**config.mk**
```make
export PLATFORM = sky130hd
export DESIGN_NAME = w_pattern_ctrl
export DESIGN_NICKNAME = d
export VERILOG_FILES = /design/src/rtl/w_pattern_pkg.sv /design/src/rtl/w_pattern_timer.sv /design/src/rtl/w_pattern_ctrl.sv
export SDC_FILE = /design/constraint.sdc
export NUM_CORES = 1
export LEC_CHECK = 0
export CAP_MARGIN = 20
export CELL_PAD_IN_SITES_DETAIL_PLACEMENT = 2
export CELL_PAD_IN_SITES_GLOBAL_PLACEMENT = 2
export CORE_UTILIZATION = 31
export DETAILED_ROUTE_END_ITERATION = 8
export GPL_TIMING_DRIVEN = 0
export PLACE_DENSITY_LB_ADDON = 0.25
export SETUP_SLACK_MARGIN = 0.5
export SLEW_MARGIN = 20
export SYNTH_ARGS = -nofsm -noshare
export SYNTH_HDL_FRONTEND = slang
export SYNTH_SLANG_ARGS = --single-unit
```
**constraint.sdc**
```tcl
create_clock -name clk_i -period 2 [get_ports clk_i]
set_clock_uncertainty 0.2 [all_clocks]
set_input_delay 0.4 -clock clk_i [delete_from_list [all_inputs] [get_ports clk_i]]
set_output_delay 0.4 -clock clk_i [all_outputs]
set_load 0.02 [all_outputs]
```
**src/rtl/w_pattern_pkg.sv**
```systemverilog
// Shared state codes and widths for the w_pattern_ctrl run detector.
// Imported by the controller top and its hold timer.
package w_pattern_pkg;

    localparam int STATE_W = 3;
    localparam int HOLD_W  = 8;

    typedef enum logic [STATE_W-1:0] {
        S_IDLE = 3'b000,
        S_RUN0 = 3'b001,
        S_RUN1 = 3'b010,
        S_HIT  = 3'b011,
        S_HOLD = 3'b100
    } state_e;

endpackage

```
**src/rtl/w_pattern_timer.sv**
```systemverilog
// 8-bit loadable down-counter backing the HOLD window of w_pattern_ctrl.
// Load wins over decrement; decrement stops at zero instead of wrapping.
module w_pattern_timer
    import w_pattern_pkg::*;
(
    input  logic              clk_i,
    input  logic              rst_i,
    input  logic              load_i,
    input  logic [HOLD_W-1:0] load_val_i,
    input  logic              dec_i,
    output logic              zero_o
);

    logic [HOLD_W-1:0] cnt_q;
    logic [HOLD_W-1:0] cnt_d;

    always_comb begin
        cnt_d = cnt_q;
        if (load_i) begin
            cnt_d = load_val_i;
        end else if (dec_i && (cnt_q != '0)) begin
            cnt_d = cnt_q - HOLD_W'(1);
        end
    end

    always_ff @(posedge clk_i or posedge rst_i) begin
        if (rst_i) begin
            cnt_q <= '0;
        end else begin
            cnt_q <= cnt_d;
        end
    end

    assign zero_o = (cnt_q == '0);

endmodule

```
**src/rtl/w_pattern_ctrl.sv**
```systemverilog
// Moore run detector: RUN_LEN equal qualified w samples -> HIT, then HOLD for HOLD_CYCLES.
// Optional saturating hit counter on match_count_o when W_PATTERN_MATCH_CNT_EN is defined.
module w_pattern_ctrl
    import w_pattern_pkg::*;
#(
    parameter int RUN_LEN     = 4,
    parameter int HOLD_CYCLES = 8,
    parameter int CNT_W       = 4
) (
    input  logic               clk_i,
    input  logic               rst_i,
    input  logic               enable_i,
    input  logic               w_i,
    output logic               led_out_o,
    output logic               counter_rst_o,
`ifdef W_PATTERN_MATCH_CNT_EN
    output logic [7:0]         match_count_o,
`endif
    output logic [STATE_W-1:0] state_o
);

    state_e           state_q;
    state_e           state_d;
    logic [CNT_W-1:0] run_cnt_q;
    logic [CNT_W-1:0] run_cnt_d;
    logic             hold_load;
    logic             hold_dec;
    logic             hold_zero;
    logic             same_level;

    // In RUN1 a 1 continues the run, in RUN0 a 0 does.
    assign same_level = ((state_q == S_RUN1) == w_i);

    always_comb begin
        state_d   = state_q;
        run_cnt_d = run_cnt_q;
        hold_load = 1'b0;
        hold_dec  = 1'b0;
        case (state_q)
            S_IDLE: begin
                if (enable_i) begin
                    state_d   = w_i ? S_RUN1 : S_RUN0;
                    run_cnt_d = CNT_W'(1);
                end
            end
            S_RUN0, S_RUN1: begin
                if (!enable_i) begin
                    state_d   = S_IDLE;
                    run_cnt_d = '0;
                end else if (same_level) begin
                    if (run_cnt_q == CNT_W'(RUN_LEN - 1)) begin
                        state_d   = S_HIT;
                        run_cnt_d = '0;
                    end else begin
                        run_cnt_d = run_cnt_q + CNT_W'(1);
                    end
                end else begin
                    // The opposite value is the first sample of a fresh run.
                    state_d   = w_i ? S_RUN1 : S_RUN0;
                    run_cnt_d = CNT_W'(1);
                end
            end
            S_HIT: begin
                hold_load = 1'b1;
                state_d   = S_HOLD;
            end
            S_HOLD: begin
                if (hold_zero) begin
                    state_d = S_IDLE;
                end else begin
                    hold_dec = 1'b1;
                end
            end
            default: begin
                state_d   = S_IDLE;
                run_cnt_d = '0;
            end
        endcase
    end

    always_ff @(posedge clk_i or posedge rst_i) begin
        if (rst_i) begin
            state_q   <= S_IDLE;
            run_cnt_q <= '0;
        end else begin
            state_q   <= state_d;
            run_cnt_q <= run_cnt_d;
        end
    end

    w_pattern_timer u_hold_timer (
        .clk_i      (clk_i),
        .rst_i      (rst_i),
        .load_i     (hold_load),
        .load_val_i (HOLD_W'(HOLD_CYCLES - 1)),
        .dec_i      (hold_dec),
        .zero_o     (hold_zero)
    );

`ifdef W_PATTERN_MATCH_CNT_EN
    logic [7:0] match_cnt_q;
    logic [7:0] match_cnt_d;

    always_comb begin
        match_cnt_d = match_cnt_q;
        if ((state_d == S_HIT) && (state_q != S_HIT) && (match_cnt_q != 8'hFF)) begin
            match_cnt_d = match_cnt_q + 8'd1;
        end
    end

    always_ff @(posedge clk_i or posedge rst_i) begin
        if (rst_i) begin
            match_cnt_q <= '0;
        end else begin
            match_cnt_q <= match_cnt_d;
        end
    end

    assign match_count_o = match_cnt_q;
`endif

    assign led_out_o     = (state_q == S_HIT) || (state_q == S_HOLD);
    assign counter_rst_o = (state_q == S_IDLE) || (state_q == S_HIT);
    assign state_o       = state_q;

endmodule

```
==> out/metrics.cfg <==
[cts]
cts_buffers = 3
clkLatencyLatePin_ps = 290
cts.path.max_buffers = 2
cts_root_buffer = clkbuf_4
cts.sinks = 15
cts.clk_slew.worst_paths_ps = 100
htreeDepth = 1
cts_tree = done

[grt]
grt_pass1_wl_um = 4890
grt-ovfl-total = 0
grt_pass1_vias = 990
antenna_found_initial = 0
track_usage_pct = 19.4
grtUsageMet1_pct = 22.2
grt_max_degree = 16
busiest_layer = met2
met3_usage_pct = 3.30
grt_use_met2_pct = 37.3

[synth]
syn_nets = 119
syn-cell-area_sq_um = 995
synth_largest_area_cell = dfrtp_1
async_reset_ff_share_pct = 100
yosysUniqueCellTypes = 36
avgSynthCellArea_sq_um = 9.04
synth_edf_count = 0
synth_top_area_share_pct = 37.7
synthMostInstantiatedCell = dfrtp_1
ys_seq_area_share_pct = 37.7
ys.flop_type = dfrtp_1
synthCells = 110
synth_area_leaders = dfrtp_1, ha_1, mux2i_1
synth_common_cells = dfrtp_1, inv_1, nor2_1
ys_ff_latch = 15
yosysWarnings = 0

[final_layout]
nets = 163
drive_above_1_share_pct = 45.8
stdcell_count = 197
area_growth_pct = 58.5
design_area_sq_mm = 0.00158
diodes = 0

[setup_path]
cp_slowest_cell = or4b_4
slowest_delay_ps = 480
cp-end-kind = register
arrival_ps = 2050
crit_chain = inv_2, ha_4, or4b_4, o41ai_4, buf_4, xnor2_2, nand2_1
critPathRequiredTime_ps = 1970
worstSetupPathType = reg2reg
cp-start-kind = register
cp_max_fo = 4
worst-path-buf-inv = 2
path_delay_family = simple AND/OR/NAND/NOR gates

[run_status]
violations = setup timing
status = finished with violations

[floorplan]
die_area_sq_mm = 0.00344
coreArea_sq_mm = 0.00305
die_h_um = 58.6
rows = 20
initial_core_util_pct = 32.6
dieWidth_um = 58.6
io_pins = 9

[sta]
fin_hold_ws_ps = 302
final.period_utilization_pct = 104
slew_headroom_pct = 56.4
fmax_mhz = 480
worst_pin_slew_ps = 653
period_needed_ps = 2080
slew_violations = 0
rsz0062_at_grt = yes
setup_slack_ps = -84.4
hold_viol = 0
setup_viol = 9

[drt]
drt-initial-drc-count = 17
vias_per_cell = 4.96
ant_nets = 0
routedWlPerCell_um = 17.3
vias = 978
drc_errors = 0
drtPass1Iterations = 4
routed_wirelength_um = 3410

[placement]
pre_cts_slack_ps = -373
io_buffers = 7
dpl.hpwl_um = 1910
gp_congestion = 0.702
placed_area_sq_mm = 0.00117
place_inst = 161

[flow_run]
maxCapViolCount = 0

[power]
pwr_density_cell_mw_per_mm2 = 1540
vdd_drop_max_uv = 687
power.leakage_nw = 0.730

[hold_path]
hold_class = in2async

[layout make-up]
class / instances / area, sq um
Buffer: 3 / 33.8
Fill cell: 330 / 1480
Sequential cell: 15 / 379
Timing Repair Buffer: 39 / 343
Clock buffer: 4 / 26.3
Tap cell: 44 / 55.1
Multi-Input combinational cell: 80 / 692
Inverter: 12 / 47.5
[sequential cells by signal (all words and copies together) (netlist names)]
| register | count |
|---|---|
| state_o | 3 |
| u_hold_timer.cnt_q | 8 |
| run_cnt_q | 4 |
[path summary, 6_finish.rpt]
check / start / to / slack (ps) / cells after the start
max in group asynchronous: rst_i / state_o[2] / 840 / 2
min reg2reg: run_cnt_q[1] / run_cnt_q[1] / 370 / 2
max: u_hold_timer.cnt_q[1] / u_hold_timer.cnt_q[0] / -80 / 7
max reg2reg: u_hold_timer.cnt_q[1] / u_hold_timer.cnt_q[0] / -80 / 7
min: rst_i / u_hold_timer.cnt_q[4] / 300 / 2
min in group clk_i: run_cnt_q[1] / run_cnt_q[1] / 370 / 2
[cells in the final DEF, fill, tap and decap left out, types with 4 or more instances in the layout]
cell and n:
buf_6 12, nand3b_1 4, o21ai_1 4, nand2_1 8, buf_4 25, dfrtp_1 12, inv_1 8, nor2_1 9
nand3_1 6, a21oi_1 4, mux2i_1 5
[per-stage QoR]
stage | TNS (ps) | power, mW | utilization, %
2_1_floorplan | -60.6 | 1.23 | -
3_3_place_gp | -1690 | 1.49 | 38.3
3_5_place_dp | -2220 | 1.55 | 38.3
4_1_cts | -515 | 2.09 | 45.9
5_1_grt | -1190 | 2.60 | 51.6
6_report | -398 | 2.43 | 51.6
[logic make-up after synthesis]
kind of cell / Yosys count / synth area share, %
fa+ha+maj: 6 / 7.30
compound gates: 19 / 14.6
flops: 15 / 37.7
buf+inv: 15 / 5.79
simple gates: 47 / 26.9
xor+xnor: 3 / 2.64
mux: 5 / 5.03
[worst register-to-register path, cell delays in order (launching register included)]
cell,delay [ps]
dfrtp_1,410
inv_2,90
ha_4,130
or4b_4,480
o41ai_4,290
buf_4,210
xnor2_2,100
nand2_1,70
[per-layer routing]
layer / routed length, um / up-vias
met5: 0 / -
met4: 0 / 0
met3: 35 / 0
met2: 1960 / 9
met1: 1420 / 496
li1: - / 473
[power by group]
group | total [mW] | switching [mW] | internal (mW)
registers | 0.518 | 0.120 | 0.399
logic | 1.72 | 0.813 | 0.908
clock network | 0.188 | 0.110 | 0.0775
[timing repair]
item,in CTS,in global routing
setup endpoints to repair,20,20
hold buffers,0,0
pin swaps,9,12
cloned,0,0
gates resized for setup,45,14
setup buffers,17,15
Power figures use the tool's default switching activity.
